[src/rtl/blackjack_pkg.sv]
// Shared constants and the deck controller state encoding for the blackjack deck path.
// Card values are 7 bits wide and the deck RAM is addressed with 6 bits.
package blackjack_pkg;

    localparam int          DECK_SIZE = 52;
    localparam int          CARD_W    = 7;
    localparam int          ADDR_W    = 6;
    localparam logic [15:0] LFSR_SEED = 16'hACE1;

    typedef enum logic [3:0] {
        LOAD,
        SH_PICK,
        SH_RD_I,
        SH_RD_J,
        SH_CAP_J,
        SH_WR_I,
        SH_WR_J,
        READY,
        DEAL_RD,
        DEAL_OUT
    } deck_state_e;

endpackage

[src/rtl/deck_ctrl_if.sv]
// Bundle of the loader write port, the single deck RAM port and the dealer handshake.
// The slave modport is the controller's view; master is the surrounding system's view.
interface deck_ctrl_if;
    import blackjack_pkg::*;

    logic              load_done;
    logic [ADDR_W-1:0] ld_addr;
    logic              ld_wen;
    logic [CARD_W-1:0] ld_data;

    logic [ADDR_W-1:0] ram_addr;
    logic              ram_wen;
    logic [CARD_W-1:0] ram_wdata;
    logic [CARD_W-1:0] ram_rdata;

    logic              shuffle_req;
    logic              deal_req;
    logic              deal_valid;
    logic [CARD_W-1:0] deal_card;
    logic              ready;
    logic              deck_empty;

    modport slave (
        input  load_done, ld_addr, ld_wen, ld_data, ram_rdata, shuffle_req, deal_req,
        output ram_addr, ram_wen, ram_wdata, deal_valid, deal_card, ready, deck_empty
    );

    modport master (
        output load_done, ld_addr, ld_wen, ld_data, ram_rdata, shuffle_req, deal_req,
        input  ram_addr, ram_wen, ram_wdata, deal_valid, deal_card, ready, deck_empty
    );

endinterface

[src/rtl/deck_ctrl_lfsr16.sv]
// Free-running 16-bit Fibonacci LFSR (x^16 + x^14 + x^13 + x^11 + 1) that steps every cycle.
// A zero seed would lock the register at zero, so SEED must be non-zero.
module lfsr16
    import blackjack_pkg::*;
#(
    parameter logic [15:0] SEED = LFSR_SEED
) (
    input  logic        clk,
    input  logic        rst,
    output logic [15:0] state_o
);

    logic [15:0] state_q;
    logic        feedback;

    assign feedback = state_q[15] ^ state_q[13] ^ state_q[12] ^ state_q[10];

    always_ff @(posedge clk or negedge rst) begin
        if (!rst) begin
            state_q <= SEED;
        end else begin
            state_q <= {state_q[14:0], feedback};
        end
    end

    assign state_o = state_q;

endmodule

[src/rtl/deck_ctrl.sv]
// Deck controller: passes the loader through to the deck RAM, Fisher-Yates shuffles it in place
// with LFSR rejection sampling, then deals cards in address order on request.
module deck_ctrl
    import blackjack_pkg::*;
#(
    parameter int          DECK_SIZE = blackjack_pkg::DECK_SIZE,
    parameter logic [15:0] LFSR_SEED = blackjack_pkg::LFSR_SEED
) (
    input  logic       clk,
    input  logic       rst,
    deck_ctrl_if.slave bus
);

    localparam int                PTR_W    = ADDR_W + 1;
    localparam logic [ADDR_W-1:0] LAST_IDX = ADDR_W'(DECK_SIZE - 1);
    localparam logic [PTR_W-1:0]  PTR_FULL = PTR_W'(DECK_SIZE);

    deck_state_e       state_q;
    logic [ADDR_W-1:0] i_q;
    logic [ADDR_W-1:0] j_q;
    logic [CARD_W-1:0] tmp_i_q;
    logic [CARD_W-1:0] tmp_j_q;
    logic [PTR_W-1:0]  ptr_q;
    logic [ADDR_W-1:0] ram_addr_q;
    logic              ram_wen_q;
    logic              deal_valid_q;
    logic [CARD_W-1:0] deal_card_q;
    logic              ready_q;

    logic [15:0]       lfsr;
    logic [ADDR_W-1:0] pick;
    logic              lfsr_unused;
    logic              deck_empty;
    logic              load_pass;
    logic [CARD_W-1:0] fsm_wdata;

    lfsr16 #(
        .SEED(LFSR_SEED)
    ) u_lfsr (
        .clk    (clk),
        .rst    (rst),
        .state_o(lfsr)
    );

    // Only the low bits index the deck; the rest of the LFSR state just keeps the sequence long.
    assign pick        = lfsr[ADDR_W-1:0];
    assign lfsr_unused = ^lfsr[15:ADDR_W];

    assign deck_empty = (ptr_q == PTR_FULL);
    assign load_pass  = (state_q == LOAD);
    assign fsm_wdata  = (state_q == SH_WR_J) ? tmp_i_q : tmp_j_q;

    always_ff @(posedge clk or negedge rst) begin
        if (!rst) begin
            state_q      <= LOAD;
            i_q          <= '0;
            j_q          <= '0;
            tmp_i_q      <= '0;
            tmp_j_q      <= '0;
            ptr_q        <= '0;
            ram_addr_q   <= '0;
            ram_wen_q    <= 1'b0;
            deal_valid_q <= 1'b0;
            deal_card_q  <= '0;
            ready_q      <= 1'b0;
        end else begin
            // NOTE: non-blocking assignments throughout, so every branch reads pre-edge state
            // and the defaults below are simply overridden where a pulse is wanted.
            deal_valid_q <= 1'b0;
            ram_wen_q    <= 1'b0;

            unique case (state_q)
                LOAD: begin
                    if (bus.load_done) begin
                        i_q     <= LAST_IDX;
                        state_q <= SH_PICK;
                    end
                end

                SH_PICK: begin
                    // Out-of-range draws are rejected rather than folded, keeping j uniform.
                    if (pick <= i_q) begin
                        j_q        <= pick;
                        ram_addr_q <= i_q;
                        state_q    <= SH_RD_I;
                    end
                end

                SH_RD_I: begin
                    ram_addr_q <= j_q;
                    state_q    <= SH_RD_J;
                end

                SH_RD_J: begin
                    tmp_i_q <= bus.ram_rdata;
                    state_q <= SH_CAP_J;
                end

                SH_CAP_J: begin
                    tmp_j_q    <= bus.ram_rdata;
                    ram_addr_q <= i_q;
                    ram_wen_q  <= 1'b1;
                    state_q    <= SH_WR_I;
                end

                SH_WR_I: begin
                    ram_addr_q <= j_q;
                    ram_wen_q  <= 1'b1;
                    state_q    <= SH_WR_J;
                end

                SH_WR_J: begin
                    i_q <= i_q - 1'b1;
                    if (i_q == ADDR_W'(1)) begin
                        ptr_q   <= '0;
                        ready_q <= 1'b1;
                        state_q <= READY;
                    end else begin
                        state_q <= SH_PICK;
                    end
                end

                READY: begin
                    if (bus.shuffle_req) begin
                        i_q     <= LAST_IDX;
                        ready_q <= 1'b0;
                        state_q <= SH_PICK;
                    end else if (bus.deal_req && !deck_empty) begin
                        ram_addr_q <= ptr_q[ADDR_W-1:0];
                        ready_q    <= 1'b0;
                        state_q    <= DEAL_RD;
                    end
                end

                DEAL_RD: begin
                    state_q <= DEAL_OUT;
                end

                DEAL_OUT: begin
                    deal_card_q  <= bus.ram_rdata;
                    deal_valid_q <= 1'b1;
                    ptr_q        <= ptr_q + 1'b1;
                    ready_q      <= 1'b1;
                    state_q      <= READY;
                end

                default: begin
                    state_q <= LOAD;
                end
            endcase
        end
    end

    // While loading, the loader owns the RAM port outright.
    assign bus.ram_addr   = load_pass ? bus.ld_addr : ram_addr_q;
    assign bus.ram_wen    = load_pass ? bus.ld_wen  : ram_wen_q;
    assign bus.ram_wdata  = load_pass ? bus.ld_data : fsm_wdata;

    assign bus.deal_valid = deal_valid_q;
    assign bus.deal_card  = deal_card_q;
    assign bus.ready      = ready_q;
    assign bus.deck_empty = deck_empty;

endmodule
[src/flat_wrapper.sv]
// flat-port wrapper written by rule: the top's interface ports become plain ports
module deck_ctrl_flat import blackjack_pkg::*;
#(
    parameter int          DECK_SIZE = blackjack_pkg::DECK_SIZE,
    parameter logic [15:0] LFSR_SEED = blackjack_pkg::LFSR_SEED
)
  (clk, rst, bus_load_done, bus_ld_addr, bus_ld_wen, bus_ld_data, bus_ram_rdata, bus_shuffle_req, bus_deal_req, bus_ram_addr, bus_ram_wen, bus_ram_wdata, bus_deal_valid, bus_deal_card, bus_ready, bus_deck_empty);
  deck_ctrl_if bus_i ();
  input  logic clk;
  input  logic rst;
  input wire logic [$bits(bus_i.load_done)-1:0] bus_load_done;
  input wire logic [$bits(bus_i.ld_addr)-1:0] bus_ld_addr;
  input wire logic [$bits(bus_i.ld_wen)-1:0] bus_ld_wen;
  input wire logic [$bits(bus_i.ld_data)-1:0] bus_ld_data;
  input wire logic [$bits(bus_i.ram_rdata)-1:0] bus_ram_rdata;
  input wire logic [$bits(bus_i.shuffle_req)-1:0] bus_shuffle_req;
  input wire logic [$bits(bus_i.deal_req)-1:0] bus_deal_req;
  output wire logic [$bits(bus_i.ram_addr)-1:0] bus_ram_addr;
  output wire logic [$bits(bus_i.ram_wen)-1:0] bus_ram_wen;
  output wire logic [$bits(bus_i.ram_wdata)-1:0] bus_ram_wdata;
  output wire logic [$bits(bus_i.deal_valid)-1:0] bus_deal_valid;
  output wire logic [$bits(bus_i.deal_card)-1:0] bus_deal_card;
  output wire logic [$bits(bus_i.ready)-1:0] bus_ready;
  output wire logic [$bits(bus_i.deck_empty)-1:0] bus_deck_empty;
  assign bus_i.load_done = bus_load_done;
  assign bus_i.ld_addr = bus_ld_addr;
  assign bus_i.ld_wen = bus_ld_wen;
  assign bus_i.ld_data = bus_ld_data;
  assign bus_i.ram_rdata = bus_ram_rdata;
  assign bus_i.shuffle_req = bus_shuffle_req;
  assign bus_i.deal_req = bus_deal_req;
  assign bus_ram_addr = bus_i.ram_addr;
  assign bus_ram_wen = bus_i.ram_wen;
  assign bus_ram_wdata = bus_i.ram_wdata;
  assign bus_deal_valid = bus_i.deal_valid;
  assign bus_deal_card = bus_i.deal_card;
  assign bus_ready = bus_i.ready;
  assign bus_deck_empty = bus_i.deck_empty;
  deck_ctrl #(.DECK_SIZE(DECK_SIZE), .LFSR_SEED(LFSR_SEED)) u_core (.clk(clk), .rst(rst), .bus(bus_i));
endmodule
[config.mk]
export PLATFORM = sky130hd
export DESIGN_NAME = deck_ctrl_flat
export DESIGN_NICKNAME = d
export VERILOG_FILES = /design/src/rtl/blackjack_pkg.sv /design/src/rtl/deck_ctrl_if.sv /design/src/rtl/deck_ctrl_lfsr16.sv /design/src/rtl/deck_ctrl.sv /design/src/flat_wrapper.sv
export SDC_FILE = /design/constraint.sdc
export NUM_CORES = 1
export LEC_CHECK = 0
export ABC_AREA = 1
export BUFFER_PORTS_ARGS = -buffer_cell sky130_fd_sc_hd__buf_4
export CAP_MARGIN = 20
export CORE_MARGIN = 2
export CORE_UTILIZATION = 55
export DETAILED_ROUTE_END_ITERATION = 10
export HOLD_SLACK_MARGIN = 0.12
export MAX_ROUTING_LAYER = met4
export PLACE_DENSITY = 0.79
export RECOVER_POWER = 100
export SLEW_MARGIN = 20
export SYNTH_ARGS = -nofsm -noshare
export SYNTH_HDL_FRONTEND = slang
export SYNTH_SLANG_ARGS = --single-unit
[constraint.sdc]
create_clock -name clk -period 2.24 [get_ports clk]
set_clock_uncertainty 0.05 [all_clocks]
set_input_delay 0.56 -clock clk [delete_from_list [all_inputs] [get_ports clk]]
set_output_delay 0.56 -clock clk [all_outputs]
set_load 0.1 [all_outputs]
# ---- Yosys cells after proc, flatten, opt, wreduce, memory -nomap -nowiden
# Cells that the tools add are included.
dict set report totals {
  input_bits 26
  output_inout_bits 24
  word_cells 76
  regBits 69
}
dict set report op_classes {
  mux 25
  addsub 2
  magnitude_cmp 1
  n_reduce_logical 15
  bitwise 3
  n_eq_ne 18
}
# op n
set op_table {}
lappend op_table {{4-bit one-hot mux with 10 select lines} 1}
lappend op_table {{6-bit two-way mux} 6}
lappend op_table {{6-bit one-hot mux with 4 select lines} 1}
lappend op_table {{7-bit two-way mux} 3}
lappend op_table {{6-bit one-hot mux with 3 select lines} 1}
lappend op_table {{4-bit by 3-bit equality test with 1-bit output, second input constant} 4}
lappend op_table {{4-bit two-way mux} 4}
lappend op_table {{7-bit one-hot mux with 2 select lines} 1}
lappend op_table {{3-bit AND reduction} 3}
lappend op_table {{4-bit by 2-bit equality test with 1-bit output, second input constant} 2}
lappend op_table {{4-bit equality test, second input constant} 2}
lappend op_table {{2-bit != test, second input constant} 4}
lappend op_table {{7-bit by 1-bit adder with 7-bit output, second input constant} 1}
lappend op_table {{7-bit by 6-bit equality test with 1-bit output, second input constant} 1}
lappend op_table {{6-bit by 1-bit equality test with 1-bit output, second input constant} 1}
lappend op_table {{6-bit less-or-equal comparator} 1}
lappend op_table {{1-bit two-way mux} 6}
lappend op_table {{3-bit nonzero test} 2}
lappend op_table {{6-bit by 1-bit subtractor with 6-bit output, second input constant} 1}
lappend op_table {{4-bit by 1-bit equality test with 1-bit output, second input constant} 1}
lappend op_table {{4-bit logical NOT} 1}
lappend op_table {{2-bit by 1-bit != test with 1-bit output, second input constant} 2}
lappend op_table {{2-bit AND reduction} 2}
lappend op_table {{4-bit AND reduction} 1}
lappend op_table {{other kinds (9)} 12}

# ---- Depth between registers and ports, before layout
dict set report depth {
  depth_word 6
  depth_mapped 12
  ltp_nobuf 12
}

# ---- By module
# From an unflattened synthesis, not the netlist that was laid out.
dict set report unflattened {
  hier_cells 409
  area_unflattened_um2 3328.2
}
# mod instances seq_area_each_um2 area_per_inst_um2 cells_per_inst
set by_module_without_submodules {}
lappend by_module_without_submodules {deck_ctrl 1 1326.3 2846.5 376}
lappend by_module_without_submodules {lfsr16 1 410.4 481.7 33}

# ---- Least setup slack after synthesis
# No wires, ideal clock.
dict set report synth_timing {
  path_kind {register -> output}
  from {register u_core.state_q[3]}
  to {output port bus_ram_wdata[0]}
  path_slack_ns -1.010
  stages_incl_launch_ff 6
  path_buffers 0
  required_ns 1.630
  arrival_time_ns 2.640
  cell_sequence {dfrtp_1 -> nor2_4 -> nand2_2 -> nor2_8 -> nand2_1 -> a31oi_1}
}
dict set report synth_via {
  elab_chain_cells 3
  word_cells_on_any_way 4
  cone_classes {eq/ne: 1; mux: 2; reduce/logical: 1}
}
# element line
set synth_lines {}
lappend synth_lines {{start: declaration} deck_ctrl.sv:18} ;# deck_state_e state_q;
lappend synth_lines {{start signal: assignment} deck_ctrl.sv:55} ;# state_q <= LOAD;
lappend synth_lines {{start signal: assignment} deck_ctrl.sv:76} ;# state_q <= SH_PICK;
lappend synth_lines {{start signal: assignment} deck_ctrl.sv:85} ;# state_q <= SH_RD_I;
lappend synth_lines {{4-bit by 3-bit equality test with 1-bit output} deck_ctrl.sv:51} ;# assign fsm_wdata = (state_q == SH_WR_J) ? tmp_i_q : tmp_j_q;
lappend synth_lines {{7-bit two-way mux} deck_ctrl.sv:51}
lappend synth_lines {{7-bit two-way mux (*)} deck_ctrl.sv:157} ;# assign bus.ram_wdata = load_pass ? bus.ld_data : fsm_wdata;
lappend synth_lines {{end: declaration} flat_wrapper.sv:20} ;# output wire logic [$bits(bus_i.ram_wdata)-1:0] bus_ram_wdata;
# Mark *: on every way between the ends. The rest lies on a longest branch, timed or not.

# ---- Final worst setup path
dict set report layout_timing {
  from {register u_core.state_q[2]}
  to {output port bus_ram_wdata[2]}
}
# Same word-level chain as after synthesis.

==> reports/summary.txt <==
main flop type after synthesis: dfrtp_1
WL/cell: 15.1 um
worst slack, placed: 0.130 ns
setup TNS: -1.47 ns
Nets: 482
Die X: 82.2 um
setup slack after layout: -0.157 ns
IO Pins: 50
largest net degree at the start of global routing: 42
crit share post-route: 107%
Remaining Overflow, GRT: 0
Simple-Gate Fraction of Synth Area: 24.9%
Non-Filler Instances: 526
Hold Buf Count CTS: 0
Max Freq: 417 MHz
final slew viol count: 0
Mapped Area: 0.00336 sq mm
CP cell instances: buf_4, nor2_4, nand2_4, clkbuf_16, nor2_1, a31oi_4, buf_12
Post-Synth XOR/XNOR Area: 1.82%
Clock transition at path regs: 0.07 ns
final setup fails: 14
first-pass GRT wire length: 12400 um
placed insts: 499
final WL: 7950 um
post-synthesis sequential area ratio: 51.6%
DP HPWL: 5170 um
DR iter-0 viols: 253
Crit. End Element: output port
Layout area overhead: 30.2%
Rows: 28
chip height: 82.2 um
GR peak layer: met2
Final ANT Viol Nets: 0
Max clock buf depth: 2
CP max-delay cell: dfrtp_1
post-layout min period: 2.40 ns
post-synthesis mux area share: 2.34%
FILL cells: 416
Worst EP required: 1.63 ns
Initial Utilization: 56.8%
CTS H-tree lvls: 3
worst min-delay path class: flip-flop to flip-flop
GRT met3 Usage: 3.91%
max_slew headroom: 34.2%
Max Cap Viol: 0
area leader, netlist: dfrtp_1
status: complete, but fails checks
cells after synthesis: 377
ranking of synthesized cells by area: dfrtp_1 45%, nand2_1 11%, dfstp_2 6.2%
Synth Warn #: 0
clock latency at the later pin of the worst-skew pair: 0.35 ns
failing checks: negative setup slack
Synth Area in Adders: 3.72%
RSZ-0062 raised after global routing: yes
met1 Usage GRT: 32.8%
Final Hold Fails: 0
drt pass-1 iters: 5
CTS Buf Count: 9
crit path kind: flip-flop to output port
Final GP Congestion: 0.918
Net Count, Synth: 413
largest family of logic cells by synthesized area: simple AND/OR/NAND/NOR gates
Yosys reg bits: 69
# diodes: 0
worst slew pin tran: 0.986 ns
overall routing resource usage: 25.1%
Critical Path Max Stage Delay: 0.41 ns
Synth async-reset ratio: 100%
compound-gate portion of the synthesized area: 10.2%
share of layout cells above drive strength 1: 30.6%
Worst Path Max Fanout: 11
area share of the largest cell type after synthesis: 45.4%
# port buffers: 49
vias after detailed routing: 2846
Root Driver: clkbuf_8
Core Region: 0.00592 sq mm
die footprint: 0.00676 sq mm
Residual DRC: 0
Mean Syn Cell Area: 8.92 sq um
CTS tree: done
arrival time worst endpoint: 1.79 ns
number of synthesized flops with an enable pin: 0
vias per inst: 5.41
unique cell type count in the Yosys netlist: 35
antenna violations before repair: 0
met2 Usage GRT: 38.5%
Clock Sinks: 69
critical path launch point type: flip-flop
hold_ws: 0.305 ns
vias in the first global route: 2695
==> registers in the layout (all words and copies together), names as in the netlist <==
register	flops
u_core.u_lfsr.state_o	16
u_core.bus.deal_card	7
u_core.ptr_q	7
u_core.tmp_i_q	7
u_core.tmp_j_q	7
u_core.i_q	6
u_core.j_q	6
u_core.ram_addr_q	6
u_core.state_q	4
u_core.bus.deal_valid	1
u_core.bus.ready	1
u_core.ram_wen_q	1
==> cell type report <==
| type | count | area, sq um | share of cell area [%] |
|---|---|---|---|
| Sequential cell | 69 | 1740 | 39.7 |
| Clock inverter | 5 | 58.8 | 1.34 |
| Tap cell | 75 | 93.8 | 2.14 |
| Clock buffer | 11 | 151 | 3.46 |
| Multi-Input combinational cell | 265 | 1570 | 35.9 |
| Timing Repair Buffer | 64 | 618 | 14.1 |
| Inverter | 37 | 144 | 3.28 |
==> cell families after synthesis <==
kind of cell,count (synthesis)
simple gates,177
flops,69
compound gates,63
buf+inv,44
fa+ha+maj,10
xor+xnor,7
mux,7
==> critical path, delay by kind of cell, from the launching register on <==
family	cells	cell delay, ns
AOI/OAI and AO/OA	1	0.07
buffers and inverters	3	0.54
DFF	1	0.41
and+or+nand+nor	3	0.42
==> Yosys cell counts (8+ instances only) <==
master / count
dfrtp_1: 61
dfstp_2: 8
inv_1: 27
o21ai_0: 32
nor2_1: 25
a21oi_1: 11
nand2_2: 9
ha_1: 10
nand3_1: 21
inv_2: 8
nand2_1: 103
==> placed cells by master (no fill, tap or decap), types with 10 or more instances in the layout <==
master    instances
nand3_1          22
nand2_2          15
clkbuf_8         11
buf_12           10
o21ai_0          32
ha_1             10
dfrtp_1          58
inv_1            28
a21oi_1          11
nand2_1          96
buf_4            34
clkbuf_2         11
nor2_1           27
==> final timing paths <==
kind / cells past startpoint / startpoint / end / slack (ns)
max in group asynchronous: 2 / rst / u_core.u_lfsr.state_o[5] / 0.73
min in group asynchronous: 1 / rst / u_core.j_q[0] / 0.32
worst max register to register: 7 / u_core.state_q[0] / u_core.ptr_q[5] / 0.01
worst min-delay path: 0 / u_core.u_lfsr.state_o[14] / u_core.u_lfsr.state_o[15] / 0.31
worst max-delay path: 7 / u_core.state_q[2] / bus_ram_wdata[2] / -0.16
worst min register to register: 0 / u_core.u_lfsr.state_o[14] / u_core.u_lfsr.state_o[15] / 0.31
==> per-stage QoR <==
step                      util [%]  area, sq um
after floorplan                  -         3470
after global placement        66.8         3950
after detailed placement      66.8         3950
after CTS                     74.2         4390
after global routing          74.0         4380
final                         74.0         4380
==> per-layer routing <==
metal  vias to the layer above  share of wire, %
met2                        97                49
li1                       1372                 -
met1                      1357                44
met3                        20               5.2
met4                         0               2.1
met5                         -                 0
==> repair_timing <==
item	CTS	global route
pin swaps	6	2
resized for setup	46	8
cloned	1	1
buffers inserted	7	2
endpoints found under the setup margin	15	15
Power is left out: the tool's default activity adds up to more than one toggle a clock period on the data nets, which glitch-free logic cannot reach.
